**config.mk**
```make
export PLATFORM = sky130hd
export DESIGN_NAME = instr_dispatch_flat
export DESIGN_NICKNAME = d
export VERILOG_FILES = /design/src/rtl/instr_dispatch_if.sv /design/src/rtl/instr_dispatch.sv /design/src/flat_wrapper.sv
export SDC_FILE = /design/constraint.sdc
export NUM_CORES = 1
export LEC_CHECK = 0
export CORE_MARGIN = 2
export CORE_UTILIZATION = 25
export DETAILED_ROUTE_END_ITERATION = 6
export MAX_ROUTING_LAYER = met4
export PLACE_DENSITY = 0.6
export SLEW_MARGIN = 5
export SYNTH_ARGS = -nofsm -noshare
export SYNTH_HDL_FRONTEND = slang
export SYNTH_SLANG_ARGS = --single-unit
```
**constraint.sdc**
```tcl
create_clock -name clk -period 4.6 [get_ports clk]
set_input_delay 0.92 -clock clk [delete_from_list [all_inputs] [get_ports clk]]
set_output_delay 0.92 -clock clk [all_outputs]
set_load 0.05 [all_outputs]
```
**src/rtl/instr_dispatch_if.sv**
```systemverilog
// Handshake bundle between the instruction dispatcher and the fetch/execution FSMs.
interface instr_dispatch_if #(
  parameter int NUM_UNITS = 4
) ();
  logic                 run;
  logic                 fetch_start;
  logic                 fetch_done;
  logic [15:0]          ir;
  logic [NUM_UNITS-1:0] unit_start;
  logic [NUM_UNITS-1:0] unit_done;
  logic [5:0]           parameter1;
  logic [5:0]           parameter2;
  logic                 busy;
  logic                 halted;
  logic                 illegal;
  logic                 timeout_err;
  logic [15:0]          instr_count;

  modport master (
    input  run, fetch_done, ir, unit_done,
    output fetch_start, unit_start, parameter1, parameter2,
           busy, halted, illegal, timeout_err, instr_count
  );

  modport slave (
    output run, fetch_done, ir, unit_done,
    input  fetch_start, unit_start, parameter1, parameter2,
           busy, halted, illegal, timeout_err, instr_count
  );
endinterface

```
**src/rtl/instr_dispatch.sv**
```systemverilog
// Top-level sequencer: fetch, decode, start one execution unit, retire, halt.
// Optional watchdog on fetch/unit waits enabled by macro INSTR_DISPATCH_TIMEOUT_EN.
module instr_dispatch #(
  parameter int NUM_UNITS = 4,
  parameter int TIMEOUT   = 32,
  parameter int MAX_REG   = 4
) (
  input logic              clk,
  input logic              rst,
  instr_dispatch_if.master bus
);

  typedef enum logic [2:0] {
    S_IDLE   = 3'd0,
    S_FETCH  = 3'd1,
    S_DECODE = 3'd2,
    S_EXEC   = 3'd3,
    S_RETIRE = 3'd4,
    S_HALTED = 3'd5
  } state_t;

  localparam logic [5:0] MAX_REG_C = 6'(MAX_REG);
  localparam logic [3:0] OP_NOP    = 4'h0;
  localparam logic [3:0] OP_HALT   = 4'hF;

  if (TIMEOUT < 2) begin : g_timeout_check
    $error("instr_dispatch: TIMEOUT must be at least 2");
  end

  state_t               state_r;
  state_t               state_n;
  logic [3:0]           opcode_r;
  logic [5:0]           param1_r;
  logic [5:0]           param2_r;
  logic [NUM_UNITS-1:0] sel_r;
  logic [NUM_UNITS-1:0] dec_onehot_s;
  logic [NUM_UNITS-1:0] start_n_s;
  logic [NUM_UNITS-1:0] unit_start_r;
  logic                 fetch_start_r;
  logic                 busy_r;
  logic                 halted_r;
  logic                 illegal_r;
  logic                 timeout_err_r;
  logic [15:0]          count_r;
  logic                 latch_ir_s;
  logic                 set_illegal_s;
  logic                 set_timeout_s;
  logic                 timeout_hit_s;
  logic                 operands_ok_s;

`ifdef INSTR_DISPATCH_TIMEOUT_EN
  localparam int WAIT_W = $clog2(TIMEOUT + 1);
  logic [WAIT_W-1:0] wait_cnt_r;

  assign timeout_hit_s = ((state_r == S_FETCH) || (state_r == S_EXEC)) &&
                         (wait_cnt_r == WAIT_W'(TIMEOUT - 1));

  // Wait counter: cleared on any state change, counts while parked in FETCH/EXEC.
  always_ff @(posedge clk) begin
    if (rst) begin
      wait_cnt_r <= {WAIT_W{1'b0}};
    end else if (state_n != state_r) begin
      wait_cnt_r <= {WAIT_W{1'b0}};
    end else if ((state_r == S_FETCH) || (state_r == S_EXEC)) begin
      wait_cnt_r <= wait_cnt_r + {{(WAIT_W-1){1'b0}}, 1'b1};
    end else begin
      wait_cnt_r <= {WAIT_W{1'b0}};
    end
  end
`else
  assign timeout_hit_s = 1'b0;
`endif

  assign operands_ok_s = (param1_r <= MAX_REG_C) && (param2_r <= MAX_REG_C);

  // Opcode-to-unit one-hot decode: opcode k selects unit k-1.
  always_comb begin
    dec_onehot_s = {NUM_UNITS{1'b0}};
    for (int i = 0; i < NUM_UNITS; i++) begin
      dec_onehot_s[i] = (opcode_r == 4'(i + 1));
    end
  end

  // Next-state logic for the dispatch sequencer.
  always_comb begin
    state_n       = state_r;
    latch_ir_s    = 1'b0;
    set_illegal_s = 1'b0;
    set_timeout_s = 1'b0;
    case (state_r)
      S_IDLE: begin
        if (bus.run) state_n = S_FETCH;
        else         state_n = S_IDLE;
      end
      S_FETCH: begin
        if (bus.fetch_done) begin
          state_n    = S_DECODE;
          latch_ir_s = 1'b1;
        end else if (timeout_hit_s) begin
          state_n       = S_HALTED;
          set_timeout_s = 1'b1;
        end else begin
          state_n = S_FETCH;
        end
      end
      S_DECODE: begin
        if (opcode_r == OP_NOP) begin
          state_n = S_RETIRE;
        end else if (opcode_r == OP_HALT) begin
          state_n = S_HALTED;
        end else if ((|dec_onehot_s) && operands_ok_s) begin
          state_n = S_EXEC;
        end else begin
          state_n       = S_HALTED;
          set_illegal_s = 1'b1;
        end
      end
      S_EXEC: begin
        // Done pulses from units other than the selected one are ignored.
        if (|(bus.unit_done & sel_r)) begin
          state_n = S_RETIRE;
        end else if (timeout_hit_s) begin
          state_n       = S_HALTED;
          set_timeout_s = 1'b1;
        end else begin
          state_n = S_EXEC;
        end
      end
      S_RETIRE: begin
        if (bus.run) state_n = S_FETCH;
        else         state_n = S_IDLE;
      end
      S_HALTED: state_n = S_HALTED;
      default:  state_n = S_IDLE;
    endcase
  end

  // Unit start vector for the coming cycle; sel_r is not yet valid on the DECODE edge.
  always_comb begin
    start_n_s = {NUM_UNITS{1'b0}};
    if (state_n == S_EXEC) begin
      if (state_r == S_DECODE) start_n_s = dec_onehot_s;
      else                     start_n_s = sel_r;
    end else begin
      start_n_s = {NUM_UNITS{1'b0}};
    end
  end

  // State, latched instruction fields, counters and registered outputs.
  always_ff @(posedge clk) begin
    if (rst) begin
      state_r       <= S_IDLE;
      opcode_r      <= 4'h0;
      param1_r      <= 6'd0;
      param2_r      <= 6'd0;
      sel_r         <= {NUM_UNITS{1'b0}};
      count_r       <= 16'd0;
      illegal_r     <= 1'b0;
      timeout_err_r <= 1'b0;
      fetch_start_r <= 1'b0;
      unit_start_r  <= {NUM_UNITS{1'b0}};
      busy_r        <= 1'b0;
      halted_r      <= 1'b0;
    end else begin
      state_r <= state_n;
      if (latch_ir_s) begin
        opcode_r <= bus.ir[15:12];
        param1_r <= bus.ir[11:6];
        param2_r <= bus.ir[5:0];
      end
      if (state_r == S_DECODE) sel_r <= dec_onehot_s;
      if (state_r == S_RETIRE) count_r <= count_r + 16'd1;
      if (set_illegal_s) illegal_r <= 1'b1;
      if (set_timeout_s) timeout_err_r <= 1'b1;
      fetch_start_r <= (state_n == S_FETCH);
      unit_start_r  <= start_n_s;
      busy_r        <= (state_n != S_IDLE) && (state_n != S_HALTED);
      halted_r      <= (state_n == S_HALTED);
    end
  end

  assign bus.fetch_start = fetch_start_r;
  assign bus.unit_start  = unit_start_r;
  assign bus.parameter1  = param1_r;
  assign bus.parameter2  = param2_r;
  assign bus.busy        = busy_r;
  assign bus.halted      = halted_r;
  assign bus.illegal     = illegal_r;
  assign bus.timeout_err = timeout_err_r;
  assign bus.instr_count = count_r;

endmodule

```
**src/flat_wrapper.sv**
```systemverilog
// flat-port wrapper written by rule: the top's interface ports become plain ports
module instr_dispatch_flat 
#(
  parameter int NUM_UNITS = 4,
  parameter int TIMEOUT   = 32,
  parameter int MAX_REG   = 4
)
  (clk, rst, bus_run, bus_fetch_done, bus_ir, bus_unit_done, bus_fetch_start, bus_unit_start, bus_parameter1, bus_parameter2, bus_busy, bus_halted, bus_illegal, bus_timeout_err, bus_instr_count);
  instr_dispatch_if #(.NUM_UNITS(NUM_UNITS)) bus_i ();
  input logic clk;
  input logic rst;
  input wire logic [$bits(bus_i.run)-1:0] bus_run;
  input wire logic [$bits(bus_i.fetch_done)-1:0] bus_fetch_done;
  input wire logic [$bits(bus_i.ir)-1:0] bus_ir;
  input wire logic [$bits(bus_i.unit_done)-1:0] bus_unit_done;
  output wire logic [$bits(bus_i.fetch_start)-1:0] bus_fetch_start;
  output wire logic [$bits(bus_i.unit_start)-1:0] bus_unit_start;
  output wire logic [$bits(bus_i.parameter1)-1:0] bus_parameter1;
  output wire logic [$bits(bus_i.parameter2)-1:0] bus_parameter2;
  output wire logic [$bits(bus_i.busy)-1:0] bus_busy;
  output wire logic [$bits(bus_i.halted)-1:0] bus_halted;
  output wire logic [$bits(bus_i.illegal)-1:0] bus_illegal;
  output wire logic [$bits(bus_i.timeout_err)-1:0] bus_timeout_err;
  output wire logic [$bits(bus_i.instr_count)-1:0] bus_instr_count;
  assign bus_i.run = bus_run;
  assign bus_i.fetch_done = bus_fetch_done;
  assign bus_i.ir = bus_ir;
  assign bus_i.unit_done = bus_unit_done;
  assign bus_fetch_start = bus_i.fetch_start;
  assign bus_unit_start = bus_i.unit_start;
  assign bus_parameter1 = bus_i.parameter1;
  assign bus_parameter2 = bus_i.parameter2;
  assign bus_busy = bus_i.busy;
  assign bus_halted = bus_i.halted;
  assign bus_illegal = bus_i.illegal;
  assign bus_timeout_err = bus_i.timeout_err;
  assign bus_instr_count = bus_i.instr_count;
  instr_dispatch #(.NUM_UNITS(NUM_UNITS), .TIMEOUT(TIMEOUT), .MAX_REG(MAX_REG)) u_core (.clk(clk), .rst(rst), .bus(bus_i));
endmodule
```
# --- Word level (Yosys, flattened, before mapping) ---
# Index checks and enable logic that the tools add are counted.
classes:
  n_mux: 14
  magnitude_cmp: 2
  bitwise_logic: 2
  reduce_logical: 10
  addsub: 1
  eq_ne: 14
ops:
  columns: ["op", "n"]
  rows:
  - ["adder 16 x 1 -> 16 bit, second input constant", 1]
  - ["case mux 3 bit (5 select lines)", 1]
  - ["less-or-equal comparator 6 x 3 -> 1 bit, second input constant", 2]
  - ["2-to-1 mux 3 bit", 4]
  - ["equality test 3 x 2 -> 1 bit, second input constant", 3]
  - ["equality test 3 bit, second input constant", 3]
  - ["equality test 4 x 2 -> 1 bit, second input constant", 2]
  - ["OR reduction 4 bit", 2]
  - ["2-to-1 mux 1 bit", 7]
  - ["equality test 3 x 1 -> 1 bit, second input constant", 2]
  - ["bitwise AND 4 bit", 1]
  - ["equality test 4 x 1 -> 1 bit, second input constant", 1]
  - ["equality test 4 x 3 -> 1 bit, second input constant", 1]
  - ["equality test 4 bit, second input constant", 1]
  - ["logical NOT 4 bit", 1]
  - ["2-to-1 mux 4 bit", 1]
  - ["OR reduction 2 bit", 2]
  - ["logical AND 1 bit", 3]
  - ["logical NOT 3 bit", 1]
  - ["!= test 3 bit, second input constant", 1]
  - ["nonzero test 3 bit", 1]
  - ["2-to-1 mux 2 bit", 1]
  - ["NOT 1 bit", 1]
totals:
  wordCells: 54
  register_bits: 47
  in_bits: 24

# --- Longest topological paths before layout ---
# Gate-level depths: netlist (run 1).
depth:
  depth_word: 10
  ltp_mapped: 7
  depth_no_buf: 5

# --- Worst setup path after synthesis (run 1) ---
# OpenSTA, ideal clock, no wires.
synth_path:
  kind: "input to register"
  from: "input bus_unit_done[3]"
  to: "register u_core.fetch_start_r (netlist: u_core.bus.fetch_start)"
  n_path_buf: 0
  setup_time_ps: 73
  required_time_ps: 4527
  cell_stages: 5
  t_arrival_ps: 1999
  slack_ps: 2528
  path_cell_list: "a22o_1 -> a221oi_1 -> a311oi_1 -> or2_4 -> nor3_2"
synth_between:
  elab_chain_len: 5
synth_lines:
  columns: ["item", "line_no", "source"]
  rows:
  - ["start, declared", "flat_wrapper.sv:15", "input wire logic [$bits(bus_i.unit_done)-1:0] bus_unit_done;"]
  - ["bitwise AND 4 bit", "instr_dispatch.sv:120", "if (|(bus.unit_done & sel_r)) begin"]
  - ["OR reduction 4 bit", "instr_dispatch.sv:120", null]
  - ["2-to-1 mux 3 bit", "instr_dispatch.sv:120", null]
  - ["case mux 3 bit (5 select lines)", "instr_dispatch.sv:90", "case (state_r)"]
  - ["equality test 3 x 1 -> 1 bit", "instr_dispatch.sv:175", "fetch_start_r <= (state_n == S_FETCH);"]
  - ["end signal, assigned", "instr_dispatch.sv:175", null]
  - ["end, declared", "instr_dispatch.sv:39", "logic fetch_start_r;"]
# No other way between the ends.
# A chain may end at the register's enable or synchronous reset.

# --- Final worst setup path (run 1) ---
layout_path:
  from: "register u_core.count_r[3] (netlist: u_core.bus.instr_count[3])"
  to: "output bus_instr_count[3]"
layout_rtl:
  columns: ["item", "line_no", "source"]
  rows:
  - ["start, declared", "instr_dispatch.sv:44", "logic [15:0] count_r;"]
  - ["start signal, assigned", "instr_dispatch.sv:172", "if (state_r == S_RETIRE) count_r <= count_r + 16'd1;"]
  - ["end, declared", "flat_wrapper.sv:24", "output wire logic [$bits(bus_i.instr_count)-1:0] bus_instr_count;"]
# No word-level cell between the ends.

==> summary.txt, run 1 <==
Run status
  • Status: complete, no violations

Floorplanning
  • Die Ht: just over 90 µm
  • Total die area: about 8500 µm²
  • Core outline area: 7647 µm²
  • Chip width: 92.28 µm
  • Initial core utilization: 0.2547
  • Row cnt: 32
  • IO Count: between 60 and 70

Yosys
  • Post-synthesis cell type count: between 40 and 50
  • Post-synth EDFFs: 0
  • Ranking of synthesized cells by area: dfxtp_1, nand2_1, a21oi_1, nor2_1, xor2_1
  • Synthesis warning total: 0
  • Post-synthesis cell count: 230
  • Synth Flop Type: dfxtp_1
  • Largest area contributor in the netlist: dfxtp_1
  • Mapped cell area: 1948 µm²
  • Synthesized area per cell: 8.470 µm²
  • Post-synth net total: 255
  • Sequential-to-total area share from yosys stat: 0.4830
  • Synth Register Bits: 47
  • Synth async-reset ratio: 0
  • Synth top area share: 0.4830

Setup path
  • FF-to-FF setup slack: approximately 2.8 ns
  • Delay-heaviest family, CP: buffers and inverters
  • Setup crit start kind: flop
  • CP Data Required Time: between 3 and 4 ns
  • Reg2Reg Capture Point: u_core.bus.parameter1[5]
  • Worst Reg-to-Reg Cells: 4
  • Arrival @ worst endpoint: 1.59 ns
  • CP bufs+invs: 1
  • Reg-to-Reg Start: u_core.state_r[0]
  • Critical path peak fanout: 7
  • Crit path capture type: primary output
  • Largest stage delay, worst path: ~0.84 ns
  • CP cell instances: clkdlybuf4s50_1
  • Crit Path Class: flop to primary output
  • Slowest-stage cell, CP: clkdlybuf4s50_1

Timing
  • Min Clock Period, post-route: 2.508 ns
  • WHS: approximately 0.47 ns
  • Slew Viols, Final: 0
  • Setup TNS: 0 ns
  • Tightest Pin Transition: roughly 0.78 ns
  • Slew HR: 0.4761
  • Final hold violations: 0
  • Final setup fails: 0
  • RSZ-0062 raised after global routing: no
  • Final period util: 0.5452
  • Worst Clk Skew: around 0.0073 ns
  • Fmax: approximately 0.4 GHz

Detailed routing
  • Vias/cell: roughly 4.4
  • Max layer used: met4
  • WL final: 4570 µm
  • Via count: 1705
  • Number of DRC markers in iteration 0: between 50 and 60
  • DR pass1 iterations: 4
  • Routed Antenna Nets: 0
  • Met3 WL: around 220 µm
  • Met2 routed WL: between 2000 and 2500 µm
  • M1 WL: 2171 µm
  • Routed WL per cell: 11.78 µm
  • Number of remaining DRC errors: 0

Placed design
  • Port buffer count: just under 60
  • Placer Congestion: 0.7688
  • Post-DP HPWL: 3350 µm

Cells and area
  • Final Core Density: 0.3541
  • Layout net count: 310
  • Commonest cells after routing, fill and taps aside: clkdlybuf4s50_1, dfxtp_1, nand2_1, nor2_1, a21oi_1
  • Share of cells above drive strength 1: 0.05245
  • Commonest non-fill, non-tap cell in the layout: clkdlybuf4s50_1
  • N_diodes: 0
  • Fillers: 784
  • Area grow syn2layout: 38.99%

CTS
  • CTS tree: built
  • TritonCTS buffer count: 5
  • Total clock sinks: 47
  • CTS hold repair buffers: 0
  • Worst-Skew Late Latency: ~0.31 ns
  • Post-CTS Setup Repair Bufs: 0
  • Root buf cell: clkbuf_8
  • Maximum clock path buffer count: 2
  • H-tree levels: 2
  • CTS resizes: 0
  • CTS clock-pin slew for the worst setup and hold paths: 0.09 ns

Worst hold path
  • Hold Path Class: flop to flop
  • Min-delay src: u_core.bus.parameter1[2]
  • Hold EP: u_core.bus.parameter1[2]
  • Hold path depth: 2

Global route
  • Global-route wire length before repair: 7534 µm
  • Pin count of the biggest net entering global routing: 22
  • Vias in the first global route: ~1600
  • Grt total ovfl: 0
  • Total GRT Usage: 0.1135
  • Antenna violations before repair: 0

Run
  • Total of max-cap violations: 0

Pwr
  • Power Density: a little under 300 nW/µm²
  • VDD IR max: 0.09979 mV
  • Leakage: approximately 0.9 nW
[layout make-up]
class                           instances  area (µm²)  share of cell area
Clock inverter                          3       20.02            0.007394
Tap cell                              102       127.6             0.04713
Inverter                                2       7.507            0.002773
Multi-Input combinational cell        169       944.7              0.3489
Sequential cell                        47       940.9              0.3475
Clock buffer                            5       68.82             0.02542
Timing Repair Buffer                   60       598.1              0.2209
[synth_stat cells, types with 2 or more instances]
cell type	instances
and4_1	2
nor4_1	2
and2_1	4
buf_4	2
clkbuf_1	8
a31oi_1	3
nand4_1	5
nor2_1	26
nand3_1	10
and3_1	3
inv_1	2
dfxtp_1	47
nand2_1	44
nand4b_1	3
buf_2	2
o21ai_0	5
xnor2_1	5
xor2_1	10
nand3b_1	2
a21oi_1	22
[metrics by stage]
stage | setup slack (ns) | cell area [µm²] | power, W | std cells
2_1_floorplan | 2.528 | 1948 | 0.0005108 | 230
3_3_place_gp | 1.948 | 2619 | 0.0005555 | 380
3_5_place_dp | 1.924 | 2619 | 0.0005563 | 380
4_1_cts | 2.064 | 2708 | 0.0008095 | 388
5_1_grt | 1.988 | 2708 | 0.0008345 | 388
6_report | 2.092 | 2708 | 0.0007983 | 388
[where the power goes]
part | total [W] | internal, W | switching (W)
combinational | 0.000117 | 0.0000487 | 0.0000679
sequential | 0.000430 | 0.000418 | 0.0000117
clock | 0.000252 | 0.000106 | 0.000146
total | 0.000798 | 0.000573 | 0.000226
[state kept, by name (all words and copies together) (netlist names)]
| signal | cells |
|---|---|
| u_core.state_r | 3 |
| u_core.bus.instr_count | 16 |
| u_core.bus.fetch_start | 1 |
| u_core.bus.illegal | 1 |
| u_core.bus.busy | 1 |
| u_core.bus.halted | 1 |
| u_core.bus.parameter2 | 6 |
| u_core.opcode_r | 4 |
| u_core.sel_r | 4 |
| u_core.bus.unit_start | 4 |
| u_core.bus.parameter1 | 6 |
[routing by layer]
metal	GRT usage	up-vias
met2	0.1771	41
li1	-	892
met3	0.03205	7
met1	0.1406	765
met5	-	-
met4	0.04104	0
[worst max path at each step]
| stage | start | endpoint | slack [ns] | cells past startpoint |
|---|---|---|---|---|
| 2_1_floorplan | bus_unit_done[3] | u_core.bus.fetch_start | 2.53 | 5 |
| 3_3_place_gp | rst | u_core.bus.busy | 1.95 | 4 |
| 3_5_place_dp | rst | u_core.bus.busy | 1.92 | 4 |
| 4_1_cts | u_core.bus.instr_count[3] | bus_instr_count[3] | 2.06 | 1 |
| 5_1_grt | u_core.bus.instr_count[3] | bus_instr_count[3] | 1.99 | 1 |
| 6_report | u_core.bus.instr_count[3] | bus_instr_count[3] | 2.09 | 1 |
[kinds of logic (layout without fill, tap and decap cells)]
family          count (synthesis)  after routing  share of synthesized area
compound gates                 38             38                     0.1163
xor+xnor                       15             15                    0.06743
fa+ha+maj                       1              1                   0.006422
buf+inv                        14             70                    0.03211
flops                          47             47                     0.4830
mux                             1              1                   0.005138
other cells                     1              1                   0.001925
simple gates                  113            113                     0.2877
(Power assumes the default switching activity.)
==> inputs of run 2 (changes only) <==
clock period = 2.4 ns   (was 4.6 ns; I/O delays follow)
==> summary.txt, run 2 (synthesis results as in run 1) <==
Setup path
  • Worst setup path startpoint: u_core.bus.instr_count[3]
  • FF-to-FF setup slack: 0.58 ns
  • Largest stage delay, worst path: 0.85 ns
  • Reg-to-Reg Start: u_core.state_r[1]
  • Arrival @ worst endpoint: approximately 1.6 ns
  • Critical path peak fanout: 7
  • Setup crit start kind: flop
  • Delay-heaviest family, CP: buffers and inverters
  • Crit path capture type: primary output
  • CP cell instances: clkdlybuf4s50_1
  • CP Data Required Time: ~1.9 ns
  • CP bufs+invs: 1
  • Slowest-stage cell, CP: clkdlybuf4s50_1
  • Crit Path Class: flop to primary output

Cells and area
  • Share of cells above drive strength 1: 0.05882
  • N_diodes: 0
  • Area grow syn2layout: 40.46%
  • Layout net count: 313
  • Max FFs per register: 16
  • Commonest non-fill, non-tap cell in the layout: clkdlybuf4s50_1
  • Non-filler cells, final: slightly below 400
  • Commonest cells after routing, fill and taps aside: clkdlybuf4s50_1, dfxtp_1, nand2_1, nor2_1, a21oi_1

Timing
  • Slew HR: 0.6114
  • RSZ-0062 raised after global routing: no
  • Final hold violations: 0
  • Final period util: 0.8593
  • Setup TNS: 0 ns
  • Min Clock Period, post-route: 2.062 ns
  • WHS: 0.4718 ns
  • Final setup fails: 0
  • Worst Clk Skew: between 0.01 and 0.015 ns
  • Fmax: about 0.48 GHz
  • Tightest Pin Transition: between 0.5 and 0.6 ns
  • Slew Viols, Final: 0

Floorplanning
  • Initial core utilization: 0.2547
  • Row cnt: 32
  • Chip width: 92.28 µm
  • Die Ht: between 90 and 100 µm
  • Total die area: around 8500 µm²
  • IO Count: 61
  • Core outline area: around 7600 µm²

CTS
  • CTS clock-pin slew for the worst setup and hold paths: 0.08 ns
  • Worst-Skew Late Latency: about 0.30 ns
  • CTS resizes: 0
  • Total clock sinks: 47
  • Post-CTS Setup Repair Bufs: 0
  • Maximum clock path buffer count: 2
  • TritonCTS buffer count: 5
  • CTS hold repair buffers: 0
  • CTS tree: built
  • Root buf cell: clkbuf_8
  • H-tree levels: 2

Detailed routing
  • WL final: approximately 4600 µm
  • Routed Antenna Nets: 0
  • Number of remaining DRC errors: 0
  • Vias/cell: between 4 and 5
  • Number of DRC markers in iteration 0: 65
  • Routed WL per cell: 11.73 µm
  • DR pass1 iterations: 4
  • Via count: about 1700

Worst hold path
  • Hold Path Class: flop to flop
  • Min-delay src: u_core.bus.parameter1[2]

Run
  • Total of max-cap violations: 0

Global route
  • Grt total ovfl: 0
  • Global-route wire length before repair: 7886 µm
  • Vias in the first global route: roughly 1700
  • Antenna violations before repair: 0
  • Total GRT Usage: 0.1183
  • Pin count of the biggest net entering global routing: 19

Run status
  • Status: complete, no violations

Placed design
  • Placer Congestion: about 0.8
  • Post-DP HPWL: between 3000 and 4000 µm
  • Port buffer count: 59
  • Placed Instances: 383

Pwr
  • VDD IR max: around 0.19 mV
  • Leakage: 0.9374 nW
  • Power Density: roughly 570 nW/µm²
## run 2: report_power, final
group          internal (W)  switching (W)  total, W
clock network      0.000236       0.000264  0.000501
registers          0.000801      0.0000226  0.000823
logic             0.0000973       0.000131  0.000229
total               0.00113       0.000418   0.00155
## run 2: stage by stage
stage | worst slack, ns | power [W] | utilization | area [µm²]
final | 0.3377 | 0.001553 | 0.3578 | 2736
after global routing | 0.2629 | 0.001629 | 0.3578 | 2736
after CTS | 0.3154 | 0.001576 | 0.3578 | 2736
after detailed placement | 0.2177 | 0.001072 | 0.3454 | 2641
after global placement | 0.2413 | 0.001070 | 0.3454 | 2641
after floorplan | 0.5580 | 0.0009790 | - | 1948
## run 2: routing by layer
layer	vias up	wire length [µm]	GRT usage
met5	-	0	-
li1	897	-	-
met2	37	2078	0.1789
met4	0	79	0.04726
met3	7	175	0.02794
met1	776	2253	0.1527
## run 2: final cells by class
cell class | count | area [µm²]
Fill cell | 804 | 4911
Multi-Input combinational cell | 169 | 944.7
Sequential cell | 47 | 940.9
Timing Repair Buffer | 63 | 620.6
Tap cell | 102 | 127.6
Clock buffer | 7 | 86.33
Clock inverter | 1 | 8.758
Inverter | 2 | 7.507
## run 2: path summary, 6_finish.rpt
| kind | endpoint | depth (start not counted) |
|---|---|---|
| setup / recovery | bus_instr_count[3] | 1 |
| hold / removal | u_core.bus.parameter1[2] | 2 |
| hold reg to reg | u_core.bus.parameter1[2] | 2 |
| setup reg to reg | u_core.bus.unit_start[3] | 5 |
==> inputs of run 3 (changes only) <==
CORE_UTILIZATION = 46   (was 25)
PLACE_DENSITY = 0.91   (was 0.6)
==> summary.txt, run 3 (synthesis results as in run 1) <==
Cells and area
  • Commonest non-fill, non-tap cell in the layout: clkdlybuf4s50_1
  • Max FFs per register: 16
  • Fillers: 352
  • Share of cells above drive strength 1: 0.05226
  • N_diodes: 0
  • Layout net count: approximately 310
  • Area grow syn2layout: 36.61%
  • Commonest cells after routing, fill and taps aside: clkdlybuf4s50_1, dfxtp_1, nand2_1, nor2_1, a21oi_1

Floorplanning
  • Core outline area: approximately 4000 µm²
  • IO Count: 61
  • Chip width: 69.08 µm
  • Die Ht: approximately 70 µm
  • Total die area: between 4000 and 5000 µm²
  • Initial core utilization: 0.4835
  • Row cnt: 23

Setup path
  • Delay-heaviest family, CP: buffers and inverters
  • Crit Path Class: flop to primary output
  • Setup crit start kind: flop
  • Critical path peak fanout: 7
  • Largest stage delay, worst path: 0.84 ns
  • CP cell instances: clkdlybuf4s50_1
  • Crit path capture type: primary output
  • Arrival @ worst endpoint: about 1.6 ns
  • Cell count along the critical path: 1
  • Worst Reg-to-Reg Cells: 5
  • CP Data Required Time: between 1.5 and 2 ns
  • CP bufs+invs: 1
  • Slowest-stage cell, CP: clkdlybuf4s50_1

Pwr
  • Register share of total power: 0.528
  • Power Density: between 500 and 600 nW/µm²
  • VDD IR max: around 0.4 mV
  • Pint: roughly 0.0012 W
  • Clock power share: 0.329
  • Sw Share: 0.2580
  • Leakage: 0.9309 nW
  • Sw Pwr: just over 0.0004 W
  • Gate power share: 0.143

Detailed routing
  • Number of DRC markers in iteration 0: 136
  • Vias/cell: roughly 5.2
  • DR pass1 iterations: 4
  • WL final: about 4400 µm
  • Routed WL per cell: 12.98 µm
  • Routed Antenna Nets: 0
  • Number of remaining DRC errors: 0
  • Via count: about 1800

Run status
  • Status: complete, no violations

Global route
  • Vias in the first global route: around 1700
  • Pin count of the biggest net entering global routing: 19
  • Grt total ovfl: 0
  • Total GRT Usage: 0.1973
  • Antenna violations before repair: 0
  • Global-route wire length before repair: approximately 7600 µm

CTS
  • CTS clock-pin slew for the worst setup and hold paths: about 0.08 ns
  • TritonCTS buffer count: 5
  • H-tree levels: 2
  • Post-CTS Setup Repair Bufs: 0
  • CTS hold repair buffers: 0
  • Worst-Skew Late Latency: roughly 0.30 ns
  • CTS tree: built
  • Maximum clock path buffer count: 2
  • Total clock sinks: between 40 and 50
  • Root buf cell: clkbuf_8
  • CTS resizes: 0

Timing
  • Slew HR: 0.5500
  • RSZ-0062 raised after global routing: no
  • Final period util: 0.8585
  • Final setup fails: 0
  • Worst Clk Skew: roughly 0.0073 ns
  • Final hold violations: 0
  • Tightest Pin Transition: approximately 0.67 ns
  • Slew Viols, Final: 0
  • Fmax: about 0.49 GHz
  • Final setup margin: around 0.34 ns
  • Min Clock Period, post-route: between 2 and 2.5 ns
  • Setup TNS: 0 ns

Placed design
  • Placer Congestion: between 0.7 and 0.8
  • Port buffer count: approximately 60
  • Pre-CTS setup slack: between 0.2 and 0.25 ns
  • Post-DP HPWL: about 3100 µm

Worst hold path
  • Hold Path Class: flop to flop
  • Hold path depth: 2

Run
  • Total of max-cap violations: 0
-- run 3: cell count changes in the layout (fill, tap and decap cells not counted), sizes merged --
cell / previous run / this run
buf: 4 / 2
clkbuf: 7 / 8
clkinv: 1 / 0
-- run 3: final cells by class --
type / count / area, µm² / area share
multi-input combinational: 169 / 944.7 / 0.3550
sequential: 47 / 940.9 / 0.3535
timing repair buffer: 61 / 605.6 / 0.2276
clock buffer: 8 / 100.1 / 0.03761
tap: 50 / 62.56 / 0.02351
inverter: 2 / 7.507 / 0.002821
-- run 3: power by group through the flow --
stage	registers [W]	clock network, W	logic, W
floorplan	0.000884	0	0.0000949
global placement	0.000840	0	0.000221
finish	0.000823	0.000513	0.000224
CTS	0.000823	0.000522	0.000225
detailed placement	0.000841	0	0.000223
global route	0.000829	0.000554	0.000240
-- run 3: worst paths after layout --
kind | endpoint | startpoint | slack (ns)
max | bus_instr_count[3] | u_core.bus.instr_count[3] | 0.34
min | u_core.bus.parameter2[1] | u_core.bus.parameter2[1] | 0.48
max reg2reg | u_core.bus.instr_count[13] | u_core.state_r[0] | 0.60
min reg2reg | u_core.bus.parameter2[1] | u_core.bus.parameter2[1] | 0.48
-- run 3: routing by layer --
layer | share of wire | wire [µm] | GRT usage | vias up
met3 | 0.060 | 264 | 0.04386 | 5
li1 | - | - | - | 892
met5 | 0 | 0 | - | -
met2 | 0.51 | 2217 | 0.3248 | 61
met4 | 0.0078 | 34 | 0.08715 | 0
met1 | 0.43 | 1859 | 0.2303 | 806
-- run 3: through the flow --
step / area (µm²) / hold WS, ns / instances / power [W] / util
after floorplan: 1948 / 0.4366 / 230 / 0.0009790 / -
after detailed placement: 2561 / 0.4666 / 329 / 0.001065 / 0.6357
after global placement: 2561 / 0.4558 / 329 / 0.001061 / 0.6357
final: 2661 / 0.4795 / 337 / 0.001561 / 0.6606
after global routing: 2661 / 0.4948 / 337 / 0.001623 / 0.6606
after CTS: 2661 / 0.4804 / 337 / 0.001570 / 0.6606
==> RTL change: new RTL, flow settings as in run 3 <==
`NUM_UNITS` is set to 4 in 3 places; all go to 3.
--- a/src/rtl/instr_dispatch_if.sv
+++ b/src/rtl/instr_dispatch_if.sv
@@ -1,6 +1,6 @@
 // Handshake bundle between the instruction dispatcher and the fetch/execution FSMs.
 interface instr_dispatch_if #(
-  parameter int NUM_UNITS = 4
+  parameter int NUM_UNITS = 3
 ) ();
   logic                 run;
   logic                 fetch_start;
--- a/src/rtl/instr_dispatch.sv
+++ b/src/rtl/instr_dispatch.sv
@@ -1,7 +1,7 @@
 // Top-level sequencer: fetch, decode, start one execution unit, retire, halt.
 // Optional watchdog on fetch/unit waits enabled by macro INSTR_DISPATCH_TIMEOUT_EN.
 module instr_dispatch #(
-  parameter int NUM_UNITS = 4,
+  parameter int NUM_UNITS = 3,
   parameter int TIMEOUT   = 32,
   parameter int MAX_REG   = 4
 ) (
--- a/src/flat_wrapper.sv
+++ b/src/flat_wrapper.sv
@@ -1,7 +1,7 @@
 // flat-port wrapper written by rule: the top's interface ports become plain ports
 module instr_dispatch_flat 
 #(
-  parameter int NUM_UNITS = 4,
+  parameter int NUM_UNITS = 3,
   parameter int TIMEOUT   = 32,
   parameter int MAX_REG   = 4
 )
Ports: changed (resized bus_unit_done and bus_unit_start); port bits go from 61 to 59. The function was not compared with the original's and may differ.
==> RTL change against run 3 <==
  * Cell area shrank 4.5%
  * Via count shrank 6.4%
  * Combinational power grew 3%
  * Clock skew shrank 0.0028 ns
  * Critical path depth is the same
  * Power shrank 5.3%
  * Routed wire length shrank 5.7%
  * Global-route usage grew 1.0 points
  * Sequential cell count shrank 2
  * Register-to-register slack lost 0.05 ns
  * Count of clock-buffer cells in the layout shrank 1
  * Setup slack lost 0.0015 ns
  * Area after synthesis shrank 4.6%
  * Maximum frequency is essentially flat
==> RTL change: results (changes against run 3) <==
[min_path]
worstHoldPathType=register to register

[place]
numPortBuffers=57  ; -3.4%
hpwlAfterDp_um=3130  ; about the same
routabilityCongestion=0.859  ; +9.3%

[sta]
finalCritPeriodShare_pct=85.9  ; about the same
relSlewSlack_pct=65.6  ; +11 points
fin_skew_ns=0.00448  ; -0.00278 ns

[cts]
post_cts_buffers=0  ; unchanged
cts_buffers=5  ; unchanged
path_clk_slew_ns=0.08  ; about the same
cts_resized=0  ; unchanged
cts_root_buf=clkbuf_8
clock_latency_ns=0.28  ; -0.02 ns

[routing]
vias=1651  ; -6.4%
drt_iter0_drc=66  ; -51%
wl_per_cell_um=12.8  ; -1.6%

[synth]
synthTopCellsByCount=dfxtp_1, nand2_1, nor2_1
synth.net_count=243  ; -4.7%
synth.top_cells.by_area=dfxtp_1, nand2_1, xor2_1, nor2_1, a21oi_1
synth_cell_types=41  ; -4.7%
synth-seq-area-share_pct=48.5  ; +0.19 points
synth-async-reset-ratio_pct=0  ; unchanged

[pwr]
peakVddDrop_v=0.000490  ; +20%
leakage_nw=0.909  ; -2.3%

[global_route]
antenna_found_initial=0  ; unchanged
track_usage_pct=20.7  ; +1.0 points
grt_max_degree=27  ; +8
grt_pass1_vias=1530  ; -12%
grt_pass1_wl_um=7000  ; -7.8%

[layout]
final_nets=297  ; -4.5%
largest_reg_flops=16  ; unchanged
layout-drive-gt1-share_pct=5.13  ; -0.098 points

[critical_path]
ff2ff_setup_slack_ns=0.55  ; -0.05 ns
crit_family=buffers and inverters
critPathMaxStageDelay_ns=0.85

[run_status]
status=completed

==> RTL change: cell types whose count changed after synthesis, moves of 2 or more <==
cell | before | now
inv_1 | 2 | 4
nand4b_1 | 3 | 1
a21oi_1 | 22 | 19
a2bb2oi_1 | 0 | 2
nand2_1 | 44 | 39
nand4_1 | 5 | 7
nand3_1 | 10 | 4
nor2_1 | 26 | 30
o21ai_0 | 5 | 3
dfxtp_1 | 47 | 45
xor2_1 | 10 | 13
==> RTL change: power breakdown <==
part	internal [mW]	switching (mW)
sequential	0.770	0.0222
clock	0.228	0.226
combinational	0.0972	0.134
==> RTL change: worst paths after layout <==
kind	start	end	cells after the start
max	u_core.bus.instr_count[10]$_SDFFE_PP0N_	bus_instr_count[10]	1
max reg2reg	u_core.state_r[1]$_SDFF_PP0_	u_core.bus.unit_start[1]$_SDFF_PP0_	5
min	u_core.bus.illegal$_SDFFE_PP0P_	u_core.bus.illegal$_SDFFE_PP0P_	2
min reg2reg	u_core.bus.illegal$_SDFFE_PP0P_	u_core.bus.illegal$_SDFFE_PP0P_	2
==> RTL change: layout make-up <==
cell class | instances | area [um2]
fill | 324 | 1400
sequential | 45 | 901
multi-input combinational | 156 | 877
timing repair buffer | 61 | 601
clock buffer | 7 | 86.3
tap | 50 | 62.6
inverter | 4 | 15.0
==> RTL change: per-layer routing <==
metal	routed length (um)	track usage (%)	vias up
met5	0	-	-
met3	218	5.50	2
met4	19	3.83	0
li1	-	-	839
met1	1840	26.7	766
met2	2050	33.1	44
==> RTL change: metrics by stage <==
stage                     hold WS, ns  total power [mW]  std cells  instance area [um2]  worst slack [ns]
final                           0.469              1.48        323                 2540             0.338
after global routing            0.499              1.54        323                 2540             0.270
after CTS                       0.472              1.48        323                 2540             0.329
after detailed placement        0.455              1.04        316                 2460             0.272
after global placement          0.455              1.04        316                 2460             0.314
after floorplan                 0.449             0.952        219                 1860             0.564
==> RTL change: kinds of logic (layout without fill, tap and decap cells) <==
kind of cell / Yosys count / after routing / share of synthesized area (%)
other cells: 1 / 1 / 0.202
simple gates: 102 / 102 / 26.1
flops: 45 / 45 / 48.5
buf+inv: 18 / 72 / 4.65
fa+ha+maj: 1 / 1 / 0.673
compound gates: 34 / 34 / 11.4
mux: 1 / 1 / 0.539
xor+xnor: 17 / 17 / 8.01
